**config.mk**
```make
export PLATFORM = sky130hd
export DESIGN_NAME = ps2_key_decoder
export DESIGN_NICKNAME = d
export VERILOG_FILES = /design/src/rtl/ps2_pkg.sv /design/src/rtl/ps2_rx_frame.sv /design/src/rtl/ps2_key_decoder.sv
export SDC_FILE = /design/constraint.sdc
export NUM_CORES = 1
export LEC_CHECK = 0
export CORE_ASPECT_RATIO = 1.25
export CORE_MARGIN = 8
export CORE_UTILIZATION = 43
export DETAILED_ROUTE_END_ITERATION = 10
export PLACE_DENSITY_LB_ADDON = 0.3
export SETUP_SLACK_MARGIN = 0.05
export SYNTH_ARGS = -nofsm -noshare
export SYNTH_HDL_FRONTEND = slang
export SYNTH_SLANG_ARGS = --single-unit
```
**constraint.sdc**
```tcl
create_clock -name clk_i -period 4.8 [get_ports clk_i]
set_clock_uncertainty 0.1 [all_clocks]
set_input_delay 0.96 -clock clk_i [delete_from_list [all_inputs] [get_ports clk_i]]
set_output_delay 0.96 -clock clk_i [all_outputs]
set_load 0.02 [all_outputs]
```
**src/rtl/ps2_pkg.sv**
```systemverilog
// Shared scancodes, key codes and byte-decoder state encoding for the PS/2 key decoder.
package ps2_pkg;

    localparam int unsigned KEY_W      = 3;
    localparam int unsigned BIT_W      = 4;
    localparam int unsigned FRAME_LAST = 10;

    localparam logic [7:0] SC_EXT   = 8'hE0;
    localparam logic [7:0] SC_BRK   = 8'hF0;
    localparam logic [7:0] SC_LEFT  = 8'h6B;
    localparam logic [7:0] SC_UP    = 8'h75;
    localparam logic [7:0] SC_RIGHT = 8'h74;
    localparam logic [7:0] SC_DOWN  = 8'h72;
    localparam logic [7:0] SC_SPACE = 8'h29;

    localparam logic [KEY_W-1:0] KEY_NONE  = 3'd0;
    localparam logic [KEY_W-1:0] KEY_LEFT  = 3'd1;
    localparam logic [KEY_W-1:0] KEY_UP    = 3'd2;
    localparam logic [KEY_W-1:0] KEY_RIGHT = 3'd3;
    localparam logic [KEY_W-1:0] KEY_DOWN  = 3'd4;
    localparam logic [KEY_W-1:0] KEY_SPACE = 3'd5;

    typedef enum logic [1:0] {
        DEC_IDLE    = 2'd0,
        DEC_EXT     = 2'd1,
        DEC_BRK     = 2'd2,
        DEC_EXT_BRK = 2'd3
    } dec_state_e;

    // Arrows only exist as extended codes; space only as a plain code.
    function automatic logic [KEY_W-1:0] map_key(input logic ext, input logic [7:0] code);
        logic [KEY_W-1:0] key;
        key = KEY_NONE;
        if (ext) begin
            case (code)
                SC_LEFT:  key = KEY_LEFT;
                SC_UP:    key = KEY_UP;
                SC_RIGHT: key = KEY_RIGHT;
                SC_DOWN:  key = KEY_DOWN;
                default:  key = KEY_NONE;
            endcase
        end else if (code == SC_SPACE) begin
            key = KEY_SPACE;
        end
        return key;
    endfunction

endpackage

```
**src/rtl/ps2_rx_frame.sv**
```systemverilog
// PS/2 frame receiver: synchronizers, clock glitch filter, 11-bit framing,
// mid-frame timeout and parity/start/stop checking.
module ps2_rx_frame
    import ps2_pkg::*;
#(
    parameter int unsigned FILTER_LEN     = 8,
    parameter int unsigned TIMEOUT_CYCLES = 100000
) (
    input  logic       clk_i,
    input  logic       rst_i,
    input  logic       ps2_clk_i,
    input  logic       ps2_data_i,
    output logic [7:0] byte_o,
    output logic       byte_valid_o,
    output logic       frame_error_o
);

    localparam int unsigned FILT_W = $clog2(FILTER_LEN + 1);
    localparam int unsigned TO_W   = $clog2(TIMEOUT_CYCLES + 1);

    logic [1:0]        clk_sync_q, data_sync_q;
    logic [FILT_W-1:0] filt_cnt_q, filt_cnt_d;
    logic              filt_clk_q, filt_clk_d;
    logic [BIT_W-1:0]  bit_cnt_q, bit_cnt_d;
    logic [9:0]        shift_q, shift_d;
    logic [TO_W-1:0]   to_cnt_q, to_cnt_d;
    logic [7:0]        byte_q, byte_d;
    logic              byte_valid_q, byte_valid_d;
    logic              frame_error_q, frame_error_d;
    logic              fall_c, data_c, frame_ok_c;

    always_ff @(posedge clk_i or posedge rst_i) begin
        if (rst_i) begin
            clk_sync_q    <= 2'b11;
            data_sync_q   <= 2'b11;
            filt_cnt_q    <= '0;
            filt_clk_q    <= 1'b1;
            bit_cnt_q     <= '0;
            shift_q       <= '0;
            to_cnt_q      <= '0;
            byte_q        <= '0;
            byte_valid_q  <= 1'b0;
            frame_error_q <= 1'b0;
        end else begin
            clk_sync_q    <= {clk_sync_q[0], ps2_clk_i};
            data_sync_q   <= {data_sync_q[0], ps2_data_i};
            filt_cnt_q    <= filt_cnt_d;
            filt_clk_q    <= filt_clk_d;
            bit_cnt_q     <= bit_cnt_d;
            shift_q       <= shift_d;
            to_cnt_q      <= to_cnt_d;
            byte_q        <= byte_d;
            byte_valid_q  <= byte_valid_d;
            frame_error_q <= frame_error_d;
        end
    end

    // Filtered clock follows the pin only after FILTER_LEN agreeing samples.
    always_comb begin
        filt_cnt_d = '0;
        filt_clk_d = filt_clk_q;
        if (clk_sync_q[1] != filt_clk_q) begin
            if (filt_cnt_q == FILT_W'(FILTER_LEN - 1)) begin
                filt_clk_d = clk_sync_q[1];
            end else begin
                filt_cnt_d = filt_cnt_q + FILT_W'(1);
            end
        end
    end

    assign fall_c     = filt_clk_q & ~filt_clk_d;
    assign data_c     = data_sync_q[1];
    // shift_q holds start at [0], data LSB-first at [8:1], parity at [9].
    assign frame_ok_c = ~shift_q[0] & data_c & (^shift_q[9:1]);

    always_comb begin
        bit_cnt_d     = bit_cnt_q;
        shift_d       = shift_q;
        to_cnt_d      = '0;
        byte_d        = byte_q;
        byte_valid_d  = 1'b0;
        frame_error_d = 1'b0;
        if (fall_c) begin
            if (bit_cnt_q == BIT_W'(FRAME_LAST)) begin
                bit_cnt_d = '0;
                shift_d   = '0;
                if (frame_ok_c) begin
                    byte_d       = shift_q[8:1];
                    byte_valid_d = 1'b1;
                end else begin
                    frame_error_d = 1'b1;
                end
            end else begin
                bit_cnt_d = bit_cnt_q + BIT_W'(1);
                shift_d   = {data_c, shift_q[9:1]};
            end
        end else if (bit_cnt_q != '0) begin
            if (to_cnt_q == TO_W'(TIMEOUT_CYCLES - 1)) begin
                bit_cnt_d = '0;
                shift_d   = '0;
            end else begin
                to_cnt_d = to_cnt_q + TO_W'(1);
            end
        end
    end

    assign byte_o        = byte_q;
    assign byte_valid_o  = byte_valid_q;
    assign frame_error_o = frame_error_q;

endmodule

```
**src/rtl/ps2_key_decoder.sv**
```systemverilog
// PS/2 keyboard to game-key decoder: arrow keys and space become one-cycle
// KEY_VALID strobes with the key code held on KEY_VALUE.
module ps2_key_decoder
    import ps2_pkg::*;
#(
    parameter int unsigned FILTER_LEN     = 8,
    parameter int unsigned TIMEOUT_CYCLES = 100000
) (
    input  logic             clk_i,
    input  logic             rst_i,
    input  logic             ps2_clk_i,
    input  logic             ps2_data_i,
    output logic [KEY_W-1:0] key_value_o,
    output logic             key_valid_o
);

    logic [7:0]       rx_byte;
    logic             rx_valid, rx_error;
    dec_state_e       state_q, state_d;
    logic [KEY_W-1:0] key_value_q, key_value_d;
    logic             key_valid_q, key_valid_d;
    logic [KEY_W-1:0] key_c;
    logic             decode_c;

    ps2_rx_frame #(
        .FILTER_LEN     (FILTER_LEN),
        .TIMEOUT_CYCLES (TIMEOUT_CYCLES)
    ) u_rx (
        .clk_i         (clk_i),
        .rst_i         (rst_i),
        .ps2_clk_i     (ps2_clk_i),
        .ps2_data_i    (ps2_data_i),
        .byte_o        (rx_byte),
        .byte_valid_o  (rx_valid),
        .frame_error_o (rx_error)
    );

    always_ff @(posedge clk_i or posedge rst_i) begin
        if (rst_i) begin
            state_q     <= DEC_IDLE;
            key_value_q <= KEY_NONE;
            key_valid_q <= 1'b0;
        end else begin
            state_q     <= state_d;
            key_value_q <= key_value_d;
            key_valid_q <= key_valid_d;
        end
    end

    // Prefix tracking; break codes land in BRK/EXT_BRK and are dropped.
    always_comb begin
        state_d     = state_q;
        key_value_d = key_value_q;
        key_valid_d = 1'b0;
        decode_c    = 1'b0;
        key_c       = map_key(state_q == DEC_EXT, rx_byte);
        if (rx_error) begin
            state_d = DEC_IDLE;
        end else if (rx_valid) begin
            state_d = DEC_IDLE;
            case (state_q)
                DEC_IDLE: begin
                    if (rx_byte == SC_EXT)      state_d = DEC_EXT;
                    else if (rx_byte == SC_BRK) state_d = DEC_BRK;
                    else                        decode_c = 1'b1;
                end
                DEC_EXT: begin
                    if (rx_byte == SC_BRK) state_d = DEC_EXT_BRK;
                    else                   decode_c = 1'b1;
                end
                default: state_d = DEC_IDLE;
            endcase
            if (decode_c && (key_c != KEY_NONE)) begin
                key_value_d = key_c;
                key_valid_d = 1'b1;
            end
        end
    end

    assign key_value_o = key_value_q;
    assign key_valid_o = key_valid_q;

endmodule
```
**Word-level counts from Yosys, hierarchy flattened**

Cells that the tools add are included.

- Register bits: 56
- Bits in latches: 0
- Memory bits (writable): 0
- Memory bits (read-only): 0
- Bits of input ports: 4
- Output and inout bits: 4
- Logic and storage cells: 83
- Memories: 0

- $add $sub $neg: 3
- Multipliers: 0
- Div/mod/pow operators: 0
- Magnitude comparators: 0
- Equality and inequality tests: 12
- Shift operators: 0
- Muxes and demuxes: 38
- Bitwise operators: 6
- Reduce and logical (&&, ||, !) cells: 11

Operators by type and width:

| operator | number |
|---|---|
| $mux 17 | 3 |
| $mux 10 | 4 |
| $eq 8x7->1 const B | 4 |
| $mux 4 | 6 |
| $add 17x1->17 const B | 1 |
| $eq 17x17->1 const B | 1 |
| $eq 8x8->1 const B | 2 |
| $mux 1 | 15 |
| $pmux 3 s4 | 1 |
| $mux 2 | 5 |
| $reduce_xor 9->1 | 1 |
| $add 4x1->4 const B | 2 |
| $eq 8x6->1 const B | 1 |
| $mux 3 | 2 |
| $reduce_and 3->1 | 2 |
| $reduce_bool 2->1 | 3 |
| $eq 4x3->1 const B | 1 |
| $eq 4x4->1 const B | 1 |
| $pmux 2 s2 | 1 |
| $reduce_bool 4->1 | 1 |
| $and 1x1->1 | 3 |
| $not 1->1 | 3 |
| $reduce_bool 3->1 | 1 |
| $eq 2x1->1 const B | 1 |
| 5 further kinds | 5 |

**Depth between registers and ports, before layout**

Gate-level depths: netlist of run 1.

- Depth in word-level cells: 10
- Gate-level depth with buffers: 8
- Depth with buffers taken out: 7

**Modules after synthesis**

A second synthesis of run 1 with hierarchy kept.

- Cell total of the unflattened synthesis: 231
- Area, all modules: 2620.0 sq um

By module, submodules not included:

| module | instances | cells an instance | area an instance (sq um) | sequential area each (sq um) |
|---|---|---|---|---|
| ps2_rx_frame | 1 | 184 | 2212.1 | 1257.5 |
| ps2_key_decoder | 1 | 47 | 407.9 | 150.1 |

**Least setup slack after synthesis of run 1**

OpenSTA, ideal clock, no wires.

- Path type: register -> register
- Start point: register u_rx.to_cnt_q[0]
- End point: register u_rx.to_cnt_q[10]
- Library setup time: 132 ps
- Data arrival time: 1851 ps
- Required time: 4568 ps
- Setup slack: 2717 ps
- Stages on the path, launching flop included: 9
- Cell sequence: dfrtp_1 > ha_1 > and4_1 > and2_1 > and4_1 > a211o_1 > clkbuf_1 > clkbuf_1 > nor2_1

- Longest elaborated chain between the ends: 4

Ends and longest elaborated chain:

| what | line | RTL |
|---|---|---|
| start: declaration | ps2_rx_frame.sv:26 | `logic [TO_W-1:0] to_cnt_q, to_cnt_d;` |
| start signal: assignment | ps2_rx_frame.sv:51 | `to_cnt_q <= to_cnt_d;` |
| $add 17x1->17 or $eq 17x17->1 (tied branches) | ps2_rx_frame.sv:102, ps2_rx_frame.sv:98 |  |
| $mux 17 * | ps2_rx_frame.sv:98 | `if (to_cnt_q == TO_W'(TIMEOUT_CYCLES - 1)) begin` |
| $mux 17 * | ps2_rx_frame.sv:97 | `end else if (bit_cnt_q != '0) begin` |
| $mux 17 * | ps2_rx_frame.sv:83 | `if (fall_c) begin` |
| net u_rx.to_cnt_d[10] | ps2_rx_frame.sv:26 |  |

The timed path passes the listed nets; every way through them passes the cells marked *.
A chain may end at the register's enable or synchronous reset.

**Worst setup path in the final report of run 1**

- Start point: register u_rx.filt_cnt_q[0]
- End point: register u_rx.bit_cnt_q[0]

- Longest elaborated chain between the ends: 7

Ends and longest elaborated chain:

| what | line | RTL |
|---|---|---|
| start: declaration | ps2_rx_frame.sv:22 | `logic [FILT_W-1:0] filt_cnt_q, filt_cnt_d;` |
| start signal: assignment | ps2_rx_frame.sv:47 | `filt_cnt_q <= filt_cnt_d;` |
| $eq 4x3->1 * | ps2_rx_frame.sv:63 | `if (filt_cnt_q == FILT_W'(FILTER_LEN - 1)) begin` |
| $mux 1 * | ps2_rx_frame.sv:63 |  |
| $mux 1 * | ps2_rx_frame.sv:62 | `if (clk_sync_q[1] != filt_clk_q) begin` |
| $not 1->1 * | ps2_rx_frame.sv:71 | `assign fall_c = filt_clk_q & ~filt_clk_d;` |
| $and 1x1->1 * | ps2_rx_frame.sv:71 |  |
| $reduce_bool 2->1 (no source line) | -- |  |
| $reduce_and 2->1 (no source line) | -- |  |
| end signal: assignment | ps2_rx_frame.sv:49 | `bit_cnt_q <= bit_cnt_d;` |
| end: declaration | ps2_rx_frame.sv:24 | `logic [BIT_W-1:0] bit_cnt_q, bit_cnt_d;` |

Every way passes the cells marked *; elsewhere a longest branch is shown, timed or not.

==> impl_metrics.ini, run 1 <==
[sta]
rsz0062_at_grt = no
setup_tns_ns = 0
fmax_mhz = 417
min_period_ns = 2.40
hold_viol_final = 0
finalMaxSlewViolations = 0
setup_viol = 0
finalWorstSetupSlack_ns = 2.40
hold_slack_ns = 0.260
tightest_slew_ns = 0.866
final.period_utilization_pct = 50.0
maxSlewHeadroom_pct = 42.1

[floorplan]
die_y_um = 104
design.core.area_um2 = 6050
rows = 32
start_util_pct = 43.8
ios = 8
die_x_um = 86.2
die_area_um2 = 8930

[hold_path]
hold_class = flip-flop to flip-flop

[yosys]
synth_top_area_share_pct = 48.2
synth.area.top_cells = dfrtp_1 48%, xnor2_1 5.3%, dfstp_2 5.0%, mux2_2 4.7%, nor2_1 4.4%
ys_ff_latch = 56
synth_fp_nets = 250
ys_warn_count = 0
synth_flop_cell = dfrtp_1
synth_area_per_cell_um2 = 11.0
synthCells = 241
yosysSeqAreaShare_pct = 53.2
synth.most_common_cell = dfrtp_1
synth_cell_type_count = 41
synth_top_cell_by_area = dfrtp_1
syn_area_um2 = 2650
synth_commonest_cells = 51 x dfrtp_1, 31 x nor2_1, 17 x nand2_1
synth_edf_count = 0
synthArstFlopShare_pct = 100

[worst_setup_path]
endpoint_kind = flip-flop
crit_arrival_ns = 2.54
crit_buf_inv = 0
cp_slowest_cell = nor2b_1
critPathLaunchType = flip-flop
critPathMaxFanout = 14
required_ns = 4.94
regToRegSetupSlack_ns = 2.40
critPathKind = flip-flop to flip-flop
crit_family = simple AND/OR/NAND/NOR gates
cpPeakStageDelay_ns = 0.76
crit_chain = ha_1 -> nand3b_1 -> nor3b_2 -> nor2b_1 -> mux2_2

[power_and_ir_drop]
p_sw_mw = 0.190
combinationalPowerShare_pct = 6.0
pwr_density_cell_nw_per_um2 = 279
seqPwrFrac_pct = 62.4
power_frac_clock_pct = 31.7
swShare_pct = 23.6
ir_drop_v = 0.000137
p_int_mw = 0.617
leakage_nw = 1.25

[drt]
viasPerCell = 5.18
wl_per_cell_um = 13.0
drt-total-wl_um = 4400
post-route-drc-count = 0
initialDrtViolationCount = 63
drt_pass1_iterations = 4
vias = 1747
antenna_left = 0

[clocking]
clk_latency_ns = 0.31
cts_resized = 0
cts_buffers = 5
cts_sinks = 56
cts_htree_levels = 2
path_clk_slew_ns = 0.10
postCtsSetupBuffers = 0
cts.path.max_buffers = 2
holdBufCountCts = 0
cts_tree = done
cts_root_buf = clkbuf_8

[placement]
dp_slack_ns = 2.40
port_buffers = 7
globalplace.congestion = 0.823
place_hpwl_um = 3090

[global_route]
grt_max_degree = 31
grt_pass1_wl_um = 7790
global_route.overflow_total = 0
grt_usage_pct = 10.5
antenna_found_initial = 0
grt_pass1_vias = 1762

[cells_and_area]
nFillCells = 558
drive_gt1_share_pct = 12.7
finalNetCount = 260
diodes = 0
area_growth_pct = 9.46

[run]
drv_cap = 0

[status]
status = complete, no violations
-- area by class of cell --
type / instances / area, um^2 / area share, %
flip-flops and latches: 56 / 1410 / 48.6
repair buffers: 8 / 77.6 / 2.68
inverters: 10 / 37.5 / 1.30
multi-input cells: 170 / 1180 / 40.8
well taps: 85 / 106 / 3.67
clock buffers: 6 / 72.6 / 2.51
clock inverters: 2 / 12.5 / 0.432
-- power groups by stage --
| stage | logic (mW) | clock network (mW) | registers, mW |
|---|---|---|---|
| final | 0.0483 | 0.255 | 0.503 |
| after detailed placement | 0.0503 | 0 | 0.512 |
| after CTS | 0.0507 | 0.270 | 0.503 |
| after floorplan | 0.0388 | 0 | 0.509 |
| after global routing | 0.0549 | 0.284 | 0.505 |
| after global placement | 0.0505 | 0 | 0.511 |
-- worst register-to-register path, delay by kind of cell (launching register included) --
family | cells | cell delay, ns
and+or+nand+nor | 3 | 1.35
DFF | 1 | 0.38
muxes | 1 | 0.29
adders and majority gates | 1 | 0.21
-- final timing paths --
kind	startpoint	end	depth (start not counted)
min	u_rx.data_sync_q[0]	u_rx.data_sync_q[1]	0
min reg2reg	u_rx.data_sync_q[0]	u_rx.data_sync_q[1]	0
max reg2reg	u_rx.filt_cnt_q[0]	u_rx.bit_cnt_q[0]	5
max in group asynchronous	rst_i	u_rx.data_sync_q[0]	3
max	u_rx.filt_cnt_q[0]	u_rx.bit_cnt_q[0]	5
min in group asynchronous	rst_i	key_value_o[1]	2
-- metrics by stage --
stage / area, um^2 / power (mW) / instances / util [%]
floorplan: 2650 / 0.548 / 241 / -
global placement: 2810 / 0.562 / 329 / 46.5
detailed placement: 2810 / 0.562 / 329 / 46.5
CTS: 2900 / 0.824 / 337 / 47.9
global route: 2900 / 0.844 / 337 / 47.9
finish: 2900 / 0.807 / 337 / 47.9
-- layer usage --
metal  routed length, um  part of all wire (%)  global-route usage, %  vias up
met5                   0                     0                      0        -
met4                  95                   2.2                   4.77        0
met3                 175                   4.0                   2.45       10
met2                2230                    51                   17.8       32
met1                1890                    43                   12.2      853
li1                    -                     -                      -      852
-- flip-flops by register name (all words and copies together) (netlist names) --
name and cells:
key_value_o 3, u_rx.bit_cnt_q 4, u_rx.shift_q 10, u_rx.filt_clk_q 1
key_valid_o 1, u_rx.filt_cnt_q 4, u_rx.clk_sync_q 2, u_rx.byte_valid_o 1
state_q 2, u_rx.to_cnt_q 17, u_rx.frame_error_o 1, u_rx.data_sync_q 2
u_rx.byte_o 8
-- cells by family (layout without fill, tap and decap cells) --
logic type,count (synthesis),after routing,share of synthesized area (%)
AOI/OAI and AO/OA,31,31,8.94
buffers and inverters,15,26,2.13
and+or+nand+nor,97,97,19.5
muxes,12,12,5.06
xor gates and xnor gates,25,25,8.80
adders and majority gates,5,5,2.37
DFF,56,56,53.2
-- layout by cell type (no fill, tap or decap), types with 2 or more instances in the layout --
| cell | instances |
|---|---|
| xor2_1 | 8 |
| a21oi_1 | 10 |
| dfrtp_1 | 51 |
| nor2_1 | 31 |
| and2_1 | 2 |
| and4_1 | 3 |
| inv_1 | 9 |
| xnor2_1 | 16 |
| a22o_1 | 13 |
| nand4_1 | 3 |
| clkbuf_8 | 5 |
| nand2_1 | 17 |
| dfstp_2 | 5 |
| nor3b_1 | 2 |
| nor3_1 | 7 |
| clkdlybuf4s50_1 | 7 |
| o2bb2ai_1 | 2 |
| or3_1 | 2 |
| mux2_2 | 11 |
| nand3_1 | 13 |
| ha_1 | 5 |
| nor2b_1 | 5 |
Power figures use the tool's default switching activity.
==> inputs of run 2 (changes only) <==
==> constraint.sdc (replaced) <==
create_clock -name clk_i -period 2.2 [get_ports clk_i]
set_clock_uncertainty 0.1 [all_clocks]
set_input_delay 0.44 -clock clk_i [delete_from_list [all_inputs] [get_ports clk_i]]
set_output_delay 0.44 -clock clk_i [all_outputs]
set_load 0.02 [all_outputs]
==> run 2 against run 1 <==
  * Critical path depth stayed put
  * Global-route usage is 0.30 points higher
  * Clock power is 140% higher
  * Register-to-register slack worse by 2.3 ns
  * Setup slack worse by 2.3 ns
  * Sequential power is 120% higher
  * Die area stayed put
  * Non-clock buffer count is 15 higher
  * Critical endpoint is now key_value_o[2]
  * Largest cell class unchanged
  * Largest power group unchanged
==> impl_metrics.ini, run 2 (synthesized netlist as in run 1, its figures left out) <==
[power_and_ir_drop]
ir_drop_v = 0.000354
p_int_mw = 1.41
total_power_mw = 1.81
swShare_pct = 21.8
leakage_nw = 1.35
power_frac_clock_pct = 33.4
seqPwrFrac_pct = 60.6
pwr_density_cell_nw_per_um2 = 594
combinationalPowerShare_pct = 6.0
p_sw_mw = 0.394

[drt]
drt_pass1_iterations = 4
drt-total-wl_um = 4520
viasPerCell = 5.10
antenna_left = 0
initialDrtViolationCount = 52
post-route-drc-count = 0
wl_per_cell_um = 12.8
vias = 1794

[cells_and_area]
instances_no_fill = 352
utilization_pct = 50.3
final_common_cell = dfrtp_1
fin_area_um2 = 3040
finalNetCount = 275
final_cell_mix = 51 x dfrtp_1, 31 x nor2_1, 17 x nand2_1
largest_reg_flops = 17
drive_gt1_share_pct = 18.7
regMostFlops = u_rx.to_cnt_q
area_growth_pct = 15.0
diodes = 0

[clocking]
cts_tree = done
cts_buffers = 5
path_clk_slew_ns = 0.09
cts_root_buf = clkbuf_8
cts.path.max_buffers = 2
clk_latency_ns = 0.31
cts_sinks = 56
cts_htree_levels = 2

[placement]
dp.cells = 342
dp_slack_ns = -0.0694
port_buffers = 7
globalplace.congestion = 0.794
placed_cell_area_um2 = 2910
place_hpwl_um = 3220

[sta]
min_period_ns = 2.10
hold_viol_final = 0
maxSlewHeadroom_pct = 62.9
rsz0062_at_grt = no
final.period_utilization_pct = 95.5
fmax_mhz = 476
tightest_slew_ns = 0.549
finalMaxSlewViolations = 0
setup_tns_ns = 0
finalWorstSetupSlack_ns = 0.0997
hold_slack_ns = 0.259
setup_viol = 0

[status]
status = complete, no violations

[worst_setup_path]
cp_slowest_cell = or4_4
cpPeakStageDelay_ns = 0.52
crit_arrival_ns = 2.24
critPathLaunchType = flip-flop
crit_chain = or3b_1 -> or4_4 -> o211a_4 -> and3b_4 -> a21oi_1
endpoint_kind = flip-flop
required_ns = 2.34
critPathKind = flip-flop to flip-flop
critPathMaxFanout = 5

[floorplan]
rows = 32
die_area_um2 = 8930
ios = 8
design.core.area_um2 = 6050
die_y_um = 104
die_x_um = 86.2
start_util_pct = 43.8

[global_route]
grt_pass1_vias = 1749
global_route.overflow_total = 0
grt_pass1_wl_um = 7920
grt_usage_pct = 10.8
antenna_found_initial = 0
grt_max_degree = 36

[run]
drv_cap = 0

[hold_path]
hold_class = flip-flop to flip-flop
-- run 2: final timing paths --
path	depth (start not counted)	from	slack, ns	end
hold reg to reg	0	u_rx.clk_sync_q[0]	0.26	u_rx.clk_sync_q[1]
hold / removal	0	u_rx.clk_sync_q[0]	0.26	u_rx.clk_sync_q[1]
max in group asynchronous	3	rst_i	1.21	u_rx.data_sync_q[1]
setup / recovery	5	u_rx.byte_o[1]	0.1	key_value_o[2]
min in group asynchronous	3	rst_i	0.38	key_value_o[1]
setup reg to reg	5	u_rx.byte_o[1]	0.1	key_value_o[2]
-- run 2: area by class of cell --
class	instances	area, um^2
Fill cell	574	3000
Tap cell	85	106
Clock buffer	8	100
Timing Repair Buffer	23	190
Sequential cell	56	1410
Inverter	10	37.5
Multi-Input combinational cell	170	1200
-- run 2: timing repair --
action,in CTS,in global routing
hold buffers,0,0
setup endpoints to repair,20,10
endpoints found under the hold margin,0,0
resized for setup,1,2
pin swaps,1,1
buffers inserted,1,1
-- run 2: power by group through the flow --
stage | sequential [mW] | clock, mW | combinational [mW]
6_report | 1.10 | 0.604 | 0.109
5_1_grt | 1.10 | 0.669 | 0.128
4_1_cts | 1.10 | 0.636 | 0.113
3_5_place_dp | 1.12 | 0 | 0.112
3_3_place_gp | 1.11 | 0 | 0.110
2_1_floorplan | 1.11 | 0 | 0.0846
-- run 2: routing by layer --
metal	GRT usage, %	part of all wire [%]	wire [um]
met1	12.4	45	2050
met2	18.2	50	2260
met3	2.45	2.6	118
met4	5.53	1.9	87
met5	0	0	0
-- run 2: worst max-delay path: cells and delay by family, from the launching register on --
family	cells	cell delay, ns
flops	1	0.40
compound gates	2	0.40
simple gates	3	1.13
==> inputs of run 3 (changes only) <==
--- a/config.mk
+++ b/config.mk
@@ -9,7 +9,7 @@
 export CORE_MARGIN = 8
 export CORE_UTILIZATION = 43
 export DETAILED_ROUTE_END_ITERATION = 10
-export PLACE_DENSITY_LB_ADDON = 0.3
+export PLACE_DENSITY_LB_ADDON = 0.25
 export SETUP_SLACK_MARGIN = 0.05
 export SYNTH_ARGS = -nofsm -noshare
 export SYNTH_HDL_FRONTEND = slang
==> run 3 against run 2 <==
  * Via count shrank 0.56%
  * Power grew 10%
  * Critical path depth is the same
  * Sequential cell count is the same
  * Clock power grew 30%
  * Largest power group unchanged
  * Global-route usage grew 0.47 points
  * Setup slack gained 0.014 ns
  * Clock-buffer cell count shrank 2
  * Non-clock buffer count is the same
  * Critical endpoint is now key_value_o[0]
==> impl_metrics.ini, run 3 (synthesized netlist as in run 1, its figures left out) <==
[status]
status = complete, no violations

[clocking]
cts_tree = done
cts_root_buf = clkbuf_8
cts_htree_levels = 2
cts_sinks = 56
path_clk_slew_ns = 0.10
cts_buffers = 5
cts.path.max_buffers = 2
clk_latency_ns = 0.31

[cells_and_area]
final_common_cell = dfrtp_1
diodes = 0
seq_area_um2 = 1410
instances_no_fill = 352
nFillCells = 534
final_cell_mix = 51 x dfrtp_1, 31 x nor2_1, 17 x nand2_1
drive_gt1_share_pct = 19.1
largest_reg_flops = 17
utilization_pct = 51.4
finalNetCount = 275
multi_input_area_um2 = 1210
regMostFlops = u_rx.to_cnt_q
area_growth_pct = 17.6

[worst_setup_path]
crit_chain = or3b_4 -> or4_4 -> o211a_4 -> and3b_4 -> a21oi_2
rr_worst_depth = 5
cpPeakStageDelay_ns = 0.51
critPathKind = flip-flop to flip-flop
required_ns = 2.35
cp_slowest_cell = or4_4
worst-path-stages = 5
endpoint_kind = flip-flop
critPathLaunchType = flip-flop
regToRegSetupSlack_ns = 0.11
crit_arrival_ns = 2.24
crit_buf_inv = 0
critPathMaxFanout = 5
crit_family = simple AND/OR/NAND/NOR gates

[sta]
min_period_ns = 2.09
final.period_utilization_pct = 94.8
fmax_mhz = 479
rsz0062_at_grt = yes
hold_viol_final = 0
setup_viol = 0
finalMaxSlewViolations = 0
maxSlewHeadroom_pct = 65.3
tightest_slew_ns = 0.513

[power_and_ir_drop]
pwr_density_cell_nw_per_um2 = 641
ir_drop_v = 0.000495
leakage_nw = 1.38
total_power_mw = 1.99

[floorplan]
die_x_um = 86.2
ios = 8
design.core.area_um2 = 6050
die_y_um = 104
die_area_um2 = 8930
start_util_pct = 43.8
rows = 32

[drt]
initialDrtViolationCount = 53
post-route-drc-count = 0
antenna_left = 0
viasPerCell = 5.07
wl_per_cell_um = 13.0
drt_pass1_iterations = 4
drt-total-wl_um = 4590
vias = 1784

[global_route]
grt_pass1_vias = 1800
global_route.overflow_total = 0
grt_usage_pct = 11.3
grt_pass1_wl_um = 8090
antenna_found_initial = 0
grt_max_degree = 29

[placement]
globalplace.congestion = 0.762
port_buffers = 7
place_hpwl_um = 3300
dp.cells = 341

[hold_path]
hold_class = flip-flop to flip-flop
min_path_cells = 0

[run]
drv_cap = 0
==> run 3: cell count changes in the layout (fill, tap and decap cells not counted), sizes merged <==
cell	delta
clkbuf	-2
bufinv	+2
==> run 3: final timing paths <==
path / start / endpoint
max in group asynchronous: rst_i / u_rx.to_cnt_q[1]
min: u_rx.clk_sync_q[0] / u_rx.clk_sync_q[1]
max reg2reg: u_rx.byte_o[1] / key_value_o[0]
min in group asynchronous: rst_i / u_rx.filt_cnt_q[2]
max: u_rx.byte_o[1] / key_value_o[0]
min reg2reg: u_rx.clk_sync_q[0] / u_rx.clk_sync_q[1]
==> run 3: timing repair <==
action / in CTS / in global routing
hold buffers: 0 / 0
gates resized for setup: 4 / 2
pin swaps: 0 / 3
setup endpoints to repair: 20 / 20
setup buffers: 0 / 3
==> run 3: cell type report <==
class / instances / area share [%]
clock inverters: 2 / 1.93
inverters: 10 / 1.21
well taps: 85 / 3.42
repair buffers: 23 / 6.92
flip-flops and latches: 56 / 45.3
clock buffers: 6 / 2.33
multi-input cells: 170 / 38.9
==> run 3: where the power goes <==
part	total, mW	leakage, nW	internal [mW]	switching [mW]
sequential	1.10	0.763	1.07	0.0252
combinational	0.114	0.550	0.0573	0.0571
clock	0.783	0.0654	0.455	0.328
total	1.99	1.38	1.58	0.410
==> run 3: per-stage QoR <==
stage	TNS, ns	area (um^2)	hold WS, ns	worst slack, ns
6_report	0	3110	0.259	0.114
5_1_grt	0	3110	0.263	0.0494
4_1_cts	0	3080	0.262	0.0707
3_5_place_dp	-0.0389	2930	0.247	-0.0389
3_3_place_gp	-0.00208	2930	0.246	-0.00208
2_1_floorplan	0	2650	0.245	0.117
==> run 3: layer usage <==
metal / vias to the layer above / routed length (um) / global-route usage (%)
met4: 0 / 80 / 5.03
met2: 12 / 2400 / 18.7
met3: 6 / 126 / 2.77
li1: 880 / - / -
met5: - / 0 / 0
met1: 886 / 1980 / 13.4
